$ cat config.mk
export PLATFORM = sky130hd
export DESIGN_NAME = stroke_exec
export DESIGN_NICKNAME = d
export VERILOG_FILES = /design/src/rtl/calli_pkg.sv /design/src/rtl/stroke_exec_step_pulse_gen.sv /design/src/rtl/stroke_exec.sv
export SDC_FILE = /design/constraint.sdc
export NUM_CORES = 1
export LEC_CHECK = 0
export BUFFER_PORTS_ARGS = -buffer_cell sky130_fd_sc_hd__buf_2
export CORE_ASPECT_RATIO = 1.75
export CORE_MARGIN = 2
export CORE_UTILIZATION = 60
export CTS_CLUSTER_SIZE = 30
export DETAILED_ROUTE_END_ITERATION = 10
export PLACE_DENSITY = 0.86
export REMOVE_ABC_BUFFERS = 1
export SYNTH_ARGS = -nofsm -noshare
export SYNTH_HDL_FRONTEND = slang
export SYNTH_HIERARCHICAL = 1
export SYNTH_SLANG_ARGS = --single-unit
export TNS_END_PERCENT = 30
$ cat constraint.sdc
create_clock -name clk -period 2.4 [get_ports clk]
set_input_delay 0.24 -clock clk [delete_from_list [all_inputs] [get_ports clk]]
set_output_delay 0.24 -clock clk [all_outputs]
set_load 0.05 [all_outputs]
$ cat src/rtl/calli_pkg.sv
// Shared definitions for the stroke executor: opcodes, FSM states, the home
// direction and the command count decode.
package calli_pkg;

  localparam logic [1:0] OP_MOVE_X = 2'b00;
  localparam logic [1:0] OP_MOVE_Y = 2'b01;
  localparam logic [1:0] OP_PEN    = 2'b10;
  localparam logic [1:0] OP_DWELL  = 2'b11;

  // Direction value that drives an axis toward its limit switch.
  localparam logic DIR_HOME = 1'b0;

  typedef enum logic [2:0] {
    ST_IDLE,
    ST_DECODE,
    ST_STEP_HI,
    ST_STEP_LO,
    ST_PEN_WAIT,
    ST_DWELL,
    ST_DONE
  } state_t;

  // Command count field: 0 encodes 32, anything else is taken literally.
  function automatic logic [5:0] count_decode(input logic [4:0] n);
    return (n == 5'd0) ? 6'd32 : {1'b0, n};
  endfunction

endpackage

$ cat src/rtl/stroke_exec_step_pulse_gen.sv
// Step period timebase: while run is high, counts 0..STEP_DIV-1 repeatedly.
// step is high for the first STEP_DIV/2 counts of every period; hi_end marks
// the last high cycle and step_done the last cycle of the period.
module step_pulse_gen #(
  parameter int STEP_DIV = 200,
  parameter int CNT_W    = 8
) (
  input  logic clk,
  input  logic rst,
  input  logic run,
  output logic step,
  output logic hi_end,
  output logic step_done
);

  localparam int HALF = STEP_DIV / 2;

  logic [CNT_W-1:0] cnt_reg;

  // Period counter; parked at 0 whenever not running so each stroke starts clean.
  always_ff @(posedge clk) begin
    if (rst || !run) begin
      cnt_reg <= '0;
    end else if (cnt_reg == CNT_W'(STEP_DIV - 1)) begin
      cnt_reg <= '0;
    end else begin
      cnt_reg <= cnt_reg + 1'b1;
    end
  end

  assign step      = run && (cnt_reg < CNT_W'(HALF));
  assign hi_end    = run && (cnt_reg == CNT_W'(HALF - 1));
  assign step_done = run && (cnt_reg == CNT_W'(STEP_DIV - 1));

endmodule

$ cat src/rtl/stroke_exec.sv
// Stroke executor: runs one 8-bit stroke command (X/Y move, pen, dwell) per
// go handshake and raises fin when complete.
// Optional feature: define LIMIT_SW_EN to abort homing moves on a limit switch.
module stroke_exec
  import calli_pkg::*;
#(
  parameter int STEP_DIV   = 200,
  parameter int STEP_MULT  = 8,
  parameter int PEN_SETTLE = 50000
) (
  input  logic       clk,
  input  logic       rst,
  input  logic [7:0] cmd,
  input  logic       go,
  output logic       fin,
  output logic       busy,
  output logic       x_step,
  output logic       x_dir,
  output logic       y_step,
  output logic       y_dir,
  output logic       pen,
  input  logic       x_lim,
  input  logic       y_lim,
  output logic       err
);

  localparam int STEP_W  = $clog2(32 * STEP_MULT + 1);
  localparam int DIV_MAX = (STEP_DIV > PEN_SETTLE) ? STEP_DIV : PEN_SETTLE;
  localparam int DIV_W   = $clog2(DIV_MAX + 1);
  localparam logic [DIV_W-1:0] PEN_LAST = DIV_W'(PEN_SETTLE - 1);

  state_t             state_reg, state_next;
  logic [7:0]         cmd_q_reg;
  logic [STEP_W-1:0]  steps_reg, steps_next;
  logic [DIV_W-1:0]   wait_reg, wait_next;
  logic               pen_reg, pen_next;
  logic               err_reg, err_next;
  logic               x_dir_reg, y_dir_reg;
  logic               go_s1_reg, go_s2_reg, go_s3_reg;
  logic               go_rise;
  logic [1:0]         op;
  logic               move_run, dwell_run, gen_run;
  logic               gen_step, hi_end, step_done;
  logic               lim_hit;

  assign go_rise = go_s2_reg && !go_s3_reg;
  assign op      = cmd_q_reg[7:6];

`ifdef LIMIT_SW_EN
  logic [1:0] lim_raw;
  logic [1:0] lim_sync;
  assign lim_raw = {y_lim, x_lim};

  genvar gi;
  generate
    for (gi = 0; gi < 2; gi++) begin : g_lim_sync
      logic s1_reg, s2_reg;
      // Two-flop synchroniser for one limit switch.
      always_ff @(posedge clk) begin
        if (rst) begin
          s1_reg <= 1'b0;
          s2_reg <= 1'b0;
        end else begin
          s1_reg <= lim_raw[gi];
          s2_reg <= s1_reg;
        end
      end
      assign lim_sync[gi] = s2_reg;
    end
  endgenerate

  // Abort only when the moving axis is driving into its own switch.
  assign lim_hit = (op == OP_MOVE_X) ? (lim_sync[0] && (x_dir_reg == DIR_HOME)) :
                   (op == OP_MOVE_Y) ? (lim_sync[1] && (y_dir_reg == DIR_HOME)) :
                   1'b0;
`else
  logic unused_lim;
  assign unused_lim = x_lim ^ y_lim;
  assign lim_hit    = 1'b0;
`endif

  // State, counters, go synchroniser and command latch.
  always_ff @(posedge clk) begin
    if (rst) begin
      state_reg <= ST_IDLE;
      cmd_q_reg <= '0;
      steps_reg <= '0;
      wait_reg  <= '0;
      pen_reg   <= 1'b0;
      err_reg   <= 1'b0;
      x_dir_reg <= 1'b0;
      y_dir_reg <= 1'b0;
      go_s1_reg <= 1'b0;
      go_s2_reg <= 1'b0;
      go_s3_reg <= 1'b0;
    end else begin
      state_reg <= state_next;
      steps_reg <= steps_next;
      wait_reg  <= wait_next;
      pen_reg   <= pen_next;
      err_reg   <= err_next;
      go_s1_reg <= go;
      go_s2_reg <= go_s1_reg;
      go_s3_reg <= go_s2_reg;
      // dir loads together with cmd_q so it leads the first step edge by
      // the whole DECODE cycle.
      if (state_reg == ST_IDLE && go_rise) begin
        cmd_q_reg <= cmd;
        if (cmd[7:6] == OP_MOVE_X) x_dir_reg <= cmd[5];
        if (cmd[7:6] == OP_MOVE_Y) y_dir_reg <= cmd[5];
      end
    end
  end

  // Next-state logic and per-state counter updates.
  always_comb begin
    state_next = state_reg;
    steps_next = steps_reg;
    wait_next  = wait_reg;
    pen_next   = pen_reg;
    err_next   = err_reg;
    move_run   = 1'b0;
    dwell_run  = 1'b0;
    case (state_reg)
      ST_IDLE: begin
        if (go_rise) state_next = ST_DECODE;
      end
      ST_DECODE: begin
        steps_next = STEP_W'(32'(count_decode(cmd_q_reg[4:0])) * STEP_MULT);
        wait_next  = '0;
        case (op)
          OP_MOVE_X, OP_MOVE_Y: state_next = ST_STEP_HI;
          OP_PEN: begin
            pen_next   = cmd_q_reg[0];
            state_next = ST_PEN_WAIT;
          end
          default: state_next = ST_DWELL;
        endcase
      end
      ST_STEP_HI: begin
        move_run = 1'b1;
        if (lim_hit) begin
          state_next = ST_DONE;
          err_next   = 1'b1;
          steps_next = '0;
        end else if (hi_end) begin
          state_next = ST_STEP_LO;
        end
      end
      ST_STEP_LO: begin
        move_run = 1'b1;
        if (lim_hit) begin
          state_next = ST_DONE;
          err_next   = 1'b1;
          steps_next = '0;
        end else if (step_done) begin
          steps_next = steps_reg - 1'b1;
          state_next = (steps_reg == STEP_W'(1)) ? ST_DONE : ST_STEP_HI;
        end
      end
      ST_PEN_WAIT: begin
        if (wait_reg == PEN_LAST) state_next = ST_DONE;
        else                      wait_next  = wait_reg + 1'b1;
      end
      ST_DWELL: begin
        // Dwell reuses the step timebase with the step outputs masked.
        dwell_run = 1'b1;
        if (step_done) begin
          steps_next = steps_reg - 1'b1;
          if (steps_reg == STEP_W'(1)) state_next = ST_DONE;
        end
      end
      ST_DONE: begin
        if (!go_s2_reg) state_next = ST_IDLE;
      end
      default: state_next = ST_IDLE;
    endcase
  end

  assign gen_run = move_run || dwell_run;

  step_pulse_gen #(
    .STEP_DIV (STEP_DIV),
    .CNT_W    (DIV_W)
  ) u_step_gen (
    .clk       (clk),
    .rst       (rst),
    .run       (gen_run),
    .step      (gen_step),
    .hi_end    (hi_end),
    .step_done (step_done)
  );

  assign x_step = gen_step && move_run && (op == OP_MOVE_X);
  assign y_step = gen_step && move_run && (op == OP_MOVE_Y);
  assign x_dir  = x_dir_reg;
  assign y_dir  = y_dir_reg;
  assign pen    = pen_reg;
  assign err    = err_reg;
  assign fin    = (state_reg == ST_DONE);
  assign busy   = (state_reg != ST_IDLE);

endmodule

Word-level counts from Yosys, hierarchy flattened
Index checks and enable logic that the tools add are counted.
{"block": "op_classes", "magnitude_cmp": 1, "eq_ne": 22, "n_reduce_logical": 29, "n_addsub": 3, "muxes": 17}
{"op": "$add A16 B1 Y16 const B", "count": 2}
{"op": "$pmux W16 S2", "count": 1}
{"op": "$mux W3", "count": 8}
{"op": "$pmux W3 S7", "count": 1}
{"op": "$pmux W9 S2", "count": 1}
{"op": "$eq A16 B16 Y1 const B", "count": 1}
{"op": "$eq A16 B7 Y1 const B", "count": 1}
{"op": "$eq A16 B8 Y1 const B", "count": 1}
{"op": "$lt A16 B7 Y1 const B", "count": 1}
{"op": "$mux W16", "count": 1}
{"op": "$ne A2 B2 Y1 const B", "count": 8}
{"op": "$reduce_and A2 Y1", "count": 5}
{"op": "$eq A3 B3 Y1 const B", "count": 3}
{"op": "$eq A9 B1 Y1 const B", "count": 1}
{"op": "$mux W9", "count": 1}
{"op": "$sub A9 B1 Y9 const B", "count": 1}
{"op": "$logic_and A1 B1 Y1", "count": 8}
{"op": "$reduce_or A2 Y1", "count": 4}
{"op": "$reduce_and A7 Y1", "count": 1}
{"op": "$eq A3 B2 Y1 const B", "count": 2}
{"op": "$mux W6", "count": 1}
{"op": "$pmux W3 S2", "count": 1}
{"op": "$logic_not A5 Y1", "count": 1}
{"op": "$eq A2 B1 Y1 const B", "count": 2}
{"op": "10 further kinds", "count": 15}
{"block": "totals", "in_bits": 13, "word_cells": 83, "output_inout_bits": 8, "ff_bits": 58}

Depth between registers and ports, before layout
Gate-level depths: netlist (run 1).
{"block": "logic_depth", "word_depth": 7, "depth_mapped": 10}

Modules after synthesis
The synthesis (run 1) kept the hierarchy.
{"mod": "stroke_exec", "seq_area_each_um2": 820.8, "cells_each": 255, "area_per_inst_um2": 2179.6, "instances": 1}
{"mod": "step_pulse_gen", "seq_area_each_um2": 320.3, "cells_each": 91, "area_per_inst_um2": 772.0, "instances": 1}

Worst setup path before layout (run 1)
Ideal clock, no wire load.
{"block": "synth_path", "path_kind": "reg-to-output", "start": "register u_step_gen.cnt_reg[13]", "end": "output port x_step", "required_ns": 2.160, "arrival_time_ns": 2.907, "slack_ns": -0.747, "stages_incl_launch_ff": 6, "path_buffers": 0, "cell_sequence": "dfxtp_1 -> or4_1 -> nor2_1 -> nand2_1 -> a311oi_2 -> nor4bb_1"}
{"block": "synth_between", "elab_chain_len": 4}
{"element": "start: declaration", "line_no": "stroke_exec_step_pulse_gen.sv:18", "rtl": "logic [CNT_W-1:0] cnt_reg;"}
{"element": "start signal: assignment", "line_no": "stroke_exec_step_pulse_gen.sv:27", "rtl": "cnt_reg <= cnt_reg + 1'b1;"}
{"element": "$lt A16 B7 Y1", "line_no": "stroke_exec_step_pulse_gen.sv:31", "rtl": "assign step = run && (cnt_reg < CNT_W'(HALF));"}
{"element": "$logic_and A1 B1 Y1", "line_no": "stroke_exec_step_pulse_gen.sv:31"}
{"element": "net gen_step", "line_no": "stroke_exec.sv:43", "rtl": "logic gen_step, hi_end, step_done;"}
{"element": "$logic_and A1 B1 Y1 (2 in a row)", "line_no": "stroke_exec.sv:194", "rtl": "assign x_step = gen_step && move_run && (op == OP_MOVE_X);"}
{"element": "end: declaration", "line_no": "stroke_exec.sv:17", "rtl": "output logic x_step,"}
The timed path passes the listed nets, and every way through them passes these cells.

Worst setup path in the final report (run 1)
{"block": "layout_path", "start": "register u_step_gen.cnt_reg[9]", "end": "output port x_step"}
Same word-level chain as after synthesis.

==> results of run 1 <==
cell usage after synthesis, types with 3 or more instances:
master    count  area share (%)
buf_2         5            0.85
o211ai_1      8             2.0
or2_2         3            0.64
inv_1        11             1.4
or4_1         9             2.3
mux2i_1      13             4.4
mux2_2        4             1.5
nor2_1       42             5.3
nand2_1      25             3.2
nand4_1       8             1.7
or3_1         9             1.9
clkbuf_1      6            0.76
and2_1        4            0.85
xor2_1        7             2.1
nor4_1        6             1.3
xnor2_1      11             3.3
a21oi_1      16             2.7
dfxtp_1      57              39
a31oi_1       3            0.64
o21ai_0      13             2.2
nand3_1      17             2.9
ha_1          4             1.7
and3_1        3            0.64
buf_6         3             1.1
nor2b_1       4            0.85
nor3_1       13             2.2
through the flow:
step / std cells / util [%] / TNS, ps / area (um2) / total power (uW)
final: 427 / 71.29 / 0 / 3356 / 2246
after global routing: 427 / 71.29 / -157.5 / 3356 / 2324
after CTS: 427 / 71.13 / 0 / 3348 / 2246
after detailed placement: 411 / 65.82 / 0 / 3098 / 1315
after global placement: 411 / 65.82 / 0 / 3098 / 1306
after floorplan: 330 / - / -747.4 / 2858 / 1213
routing by layer:
layer / vias up / track usage (%) / wire length, um / part of all wire, %
met5: - / 0 / 0 / 0
met4: 0 / 13.60 / 199 / 2.9
met2: 67 / 46.51 / 3708 / 54
li1: 1292 / - / - / -
met3: 19 / 6.016 / 228 / 3.3
met1: 1266 / 28.43 / 2724 / 40
cells by family after synthesis:
family / Yosys count
xor+xnor: 18
fa+ha+maj: 5
mux: 17
other cells: 1
compound gates: 56
simple gates: 163
buf+inv: 29
flops: 57
cells in the final DEF, fill, tap and decap left out, types with 6 or more instances in the layout:
master / count
a21oi_1: 16
buf_2: 15
buf_4: 12
clkbuf_8: 12
dfxtp_1: 53
inv_1: 11
mux2i_1: 13
nand2_1: 24
nand3_1: 17
nand4_1: 8
nor2_1: 41
nor3_1: 13
nor4_1: 6
o211ai_1: 8
o21ai_0: 13
or3_1: 9
or4_1: 7
xnor2_1: 11
xor2_1: 7
power by group through the flow:
stage,logic (uW),clock network (uW),registers [uW]
CTS,308,944,995
detailed placement,301,0,1010
global route,340,986,998
floorplan,192,0,1020
global placement,293,0,1010
finish,312,939,995
layout make-up:
type                       instances  share of cell area (%)
multi-input combinational        260                   50.67
sequential                        57                   34.15
timing repair buffer              29                   5.593
clock buffer                      14                   5.145
tap                               52                   1.939
inverter                          13                   1.454
clock inverter                     2                   1.044
timing repair:
| action | in CTS | in global routing |
|---|---|---|
| gates resized for setup | 11 | 4 |
| hold buffers | 0 | 0 |
| pin swaps | 3 | 1 |
| setup endpoints to repair | 2 | 3 |
path summary, 6_finish.rpt:
path | start | slack [ps] | endpoint | cells after the start
worst max-delay path | u_step_gen/cnt_reg[9]$_SDFF_PP0_ | 8 | x_step | 6
worst min-delay path | go | 120 | go_s1_reg$_SDFF_PP0_ | 2
worst max register to register | u_step_gen/cnt_reg[9]$_SDFF_PP0_ | 90 | state_reg[1]$_SDFFE_PP0P_ | 8
worst min register to register | u_step_gen/cnt_reg[0]$_SDFF_PP0_ | 470 | u_step_gen/cnt_reg[0]$_SDFF_PP0_ | 1
==> impl_metrics.json, run 1 <==
{
  "diodes": 0,
  "rows": 33,
  "crit_type": "reg2out",
  "ys_ff_latch": 57,
  "wire_per_inst_um": 16.07,
  "clockPowerShare_pct": 41.8,
  "p_int_uw": 1657,
  "drc": 0,
  "dp_slack_ps": 40.75,
  "finalCritPeriodShare_pct": 99.68,
  "grt_max_degree": 32,
  "synthAdderAreaFrac_pct": 2.035,
  "grt_usage_pct": 26.43,
  "synth_simple_gate_area_share_pct": 30.39,
  "crit_path_max_fanout": 3,
  "rsz0062_at_grt": "true",
  "cap_violations": 0,
  "final.setup_skew_ps": 6.038,
  "ys.flop_type": "dfxtp_1",
  "fillers": 373,
  "numClockSinks": 57,
  "cts_max_level": 3,
  "syn-instance-count": 346,
  "insertion_delay_ps": 340,
  "antenna_found_initial": 0,
  "pin_count": 21,
  "p_comb_share_pct": 13.9,
  "synth_top_family_by_area": "simple AND/OR/NAND/NOR gates",
  "numCtsBuffers": 9,
  "fin_crit_ps": 2392,
  "antenna_left": 0,
  "hold_viol_final": 0,
  "syn_area_um2": 2952,
  "ir_worst_vdd_mv": 0.6917,
  "crit_path_cell_trace": "or4_4, nor2_4, nand2_2, a311oi_2, nor4bb_4, buf_6",
  "vias_per_cell": 6.192,
  "synth-compound-area-share_pct": 12.67,
  "cp_num_buf_inv": 1,
  "final_max_slew_viol_count": 0,
  "synth_edf_count": 0,
  "multi_input_area_um2": 1700,
  "synthDistinctLibCells": 61,
  "portBuffers": 17,
  "drive_above_1_share_pct": 19.20,
  "netSwitchingPower_uw": 589.6,
  "synth_xor_area_share_pct": 5.341,
  "cp_top_family": "simple AND/OR/NAND/NOR gates",
  "clockBufferDepth": 2,
  "first_pass_iters": 4,
  "setup_ws_ps": 7.645,
  "post-cts-setup-buffer-count": 0,
  "gp_congestion": 0.8596,
  "grt_pass1_vias": 2616,
  "grt_remaining_overflow": 0,
  "p_seq_share_pct": 44.3,
  "switching_share_pct": 26.25,
  "syn_to_final_growth_pct": 13.69,
  "cts_root_buffer": "clkbuf_8",
  "finalHoldWorstSlack_ps": 119.3,
  "cp.arrival_ps": 2150,
  "hpwl_mm": 4.472,
  "ys_async_sr_fraction_pct": 0,
  "p_leak_uw": 0.001230,
  "slowest_stage": "or4_4",
  "path_clk_slew_ps": 70,
  "dieWidth_um": 57.02,
  "cpPeakStageDelay_ps": 540,
  "totalWireLength_mm": 6.860,
  "core-area_um2": 4707,
  "critPathLaunchType": "register",
  "worst_hold_path_type": "in2reg",
  "num_vias": 2644,
  "synth_mux_area_share_pct": 5.935,
  "ys_warn_count": 6,
  "nets": 387,
  "die_h_um": 96.79,
  "die_area_um2": 5519,
  "power-per-cell-area_nw_per_um2": 669.4,
  "seq_area_um2": 1146,
  "critPathCaptureType": "output port",
  "cp.required_ps": 2160,
  "drt_iter0_drc": 81,
  "status": "complete, no violations",
  "grt_pass1_wl_mm": 11.51,
  "cts_tree": "done",
  "fmax_mhz": 418.0,
  "yosysSeqAreaShare_pct": 38.66,
  "post_synth.cell_area_avg_um2": 8.531,
  "initial_core_util_pct": 62.71,
  "setup_violations": 0
}
Power figures use the tool's default switching activity.
==> run 2, diff against run 1 <==
clock period = 2.3 ns   (was 2.4 ns; I/O delays follow)
==> run 2 against run 1 <==
The run now ends with setup timing left. Critical endpoint unchanged. Via count grew 2.4%. Critical path type unchanged. First-iteration DRC count grew 52%. Sequential cell count is the same. Clock skew shrank 0.58 ps. Cell count grew 2.1%. Count of clock-buffer cells in the layout shrank 1. Highest routed layer unchanged. Combinational power grew 8.0%. Sequential share of layout area shrank 1.0 points.
==> impl_metrics.json, run 2 (same netlist as run 1, synthesis figures left out) <==
{
  "status": "complete, but fails checks",
  "violations": "setup timing",
  "grt_usage_pct": 25.65,
  "ir_worst_vdd_mv": 0.8114,
  "hold_viol_final": 0,
  "rsz0062_at_grt": "true",
  "fin_crit_ps": 2374,
  "critPathCaptureType": "output port",
  "core-area_um2": 4707,
  "path_clk_slew_ps": 60,
  "final.setup_skew_ps": 5.455,
  "pin_count": 21,
  "crit_type": "reg2out",
  "p_leak_uw": 0.001293,
  "die_area_um2": 5519,
  "mostFrequentLayoutCell": "dfxtp_1",
  "final_cell_mix": "dfxtp_1, nor2_1, nand2_1",
  "numCtsBuffers": 9,
  "power-per-cell-area_nw_per_um2": 687.2,
  "min_to": "go_s1_reg$_SDFF_PP0_",
  "antenna_found_initial": 0,
  "seq_area_um2": 1144,
  "initial_core_util_pct": 62.71,
  "numClockSinks": 57,
  "fillers": 339,
  "cts_tree": "done",
  "layout.cells.non_filler": 436,
  "antenna_left": 0,
  "fmax_mhz": 421.2,
  "final_max_slew_viol_count": 0,
  "dp.cells": 421,
  "gp_congestion": 0.8296,
  "insertion_delay_ps": 350,
  "clockBufferDepth": 2,
  "syn_to_final_growth_pct": 17.00,
  "finalHoldWorstSlack_ps": 122.1,
  "r2r_end": "state_reg[0]$_SDFFE_PP0P_",
  "hp-start": "go",
  "cap_violations": 0,
  "hpwl_mm": 4.575,
  "critPathLaunchType": "register",
  "vias_per_cell": 6.209,
  "grt_pass1_wl_mm": 11.17,
  "post-cts-setup-buffer-count": 0,
  "dieWidth_um": 57.02,
  "setup_violations": 2,
  "drive_above_1_share_pct": 21.61,
  "portBuffers": 17,
  "num_vias": 2707,
  "drt_iter0_drc": 123,
  "grt_max_degree": 32,
  "cp.arrival_ps": 2140,
  "diodes": 0,
  "worst_hold_path_type": "in2reg",
  "cts_root_buffer": "clkbuf_8",
  "first_pass_iters": 5,
  "wire_per_inst_um": 15.85,
  "multi_input_area_um2": 1719,
  "hold_path_depth": 2,
  "die_h_um": 96.79,
  "cts_max_level": 3,
  "rows": 33,
  "nets": 397,
  "grt_pass1_vias": 2654,
  "r2r-start": "u_step_gen/cnt_reg[10]$_SDFF_PP0_",
  "finalCritPeriodShare_pct": 103.2,
  "drc": 0,
  "cp.required_ps": 2070,
  "hold_buffers": 0,
  "ff2ff_path_depth": 8,
  "grt_remaining_overflow": 0,
  "totalWireLength_mm": 6.909,
  "crit_path_max_fanout": 3,
  "setup_ws_ps": -74.13,
  "rrSetupSlack_ps": 70
}
run 2: changes by cell type in the layout (fill, tap and decap cells not counted), sizes merged:
cell    delta
buf       +10
clkbuf     -1
run 2: stage by stage:
step / utilization (%) / power [uW] / setup slack, ps / area [um2] / setup TNS [ps]
2_1_floorplan: - / 1266 / -837.4 / 2858 / -837.4
3_3_place_gp: 67.41 / 1360 / 69.34 / 3173 / 0
3_5_place_dp: 67.41 / 1372 / -16.52 / 3173 / -16.52
4_1_cts: 72.67 / 2374 / -104.4 / 3421 / -104.4
5_1_grt: 73.37 / 2462 / -170.8 / 3453 / -333.5
6_report: 73.37 / 2373 / -74.13 / 3453 / -133.4
run 2: worst max path at each step:
stage	slack (ps)	from	depth (start not counted)	to
3_5_place_dp	-20	u_step_gen/cnt_reg[13]$_SDFF_PP0_	8	state_reg[1]$_SDFFE_PP0P_
4_1_cts	-100	u_step_gen/cnt_reg[12]$_SDFF_PP0_	6	x_step
5_1_grt	-170	u_step_gen/cnt_reg[10]$_SDFF_PP0_	6	x_step
2_1_floorplan	-840	u_step_gen/cnt_reg[13]$_SDFF_PP0_	5	x_step
6_report	-70	u_step_gen/cnt_reg[10]$_SDFF_PP0_	6	x_step
3_3_place_gp	70	u_step_gen/cnt_reg[13]$_SDFF_PP0_	8	state_reg[1]$_SDFFE_PP0P_
run 2: power by group:
part | internal [uW] | switching [uW]
logic | 132 | 205
clock network | 610 | 389
registers | 1010 | 24.6
total | 1750 | 619
run 2: metal layers:
metal | GRT usage, % | part of all wire [%] | up-vias
met4 | 16.46 | 4.2 | 0
met5 | 0 | 0 | -
met2 | 44.65 | 52 | 77
li1 | - | - | 1313
met1 | 25.68 | 39 | 1284
met3 | 7.086 | 4.4 | 33
run 2: worst max-delay path: stages, from the launching register on:
cell and delay, ps:
dfxtp_2 320, or4_4 540, nor2_4 160, nand2_2 90, a311oi_2 240, nor4bb_4 260
buf_6 190
run 2: layout make-up:
class	count	share of cell area, %
Sequential cell	57	33.12
Timing Repair Buffer	39	7.609
Tap cell	52	1.884
Inverter	13	1.413
Clock buffer	13	5.181
Clock inverter	2	1.014
Multi-Input combinational cell	260	49.78
run 2: what timing repair did:
item,4_1_cts,5_1_grt
gates resized for setup,10,7
endpoints found under the setup margin,4,11
pin swaps,4,3
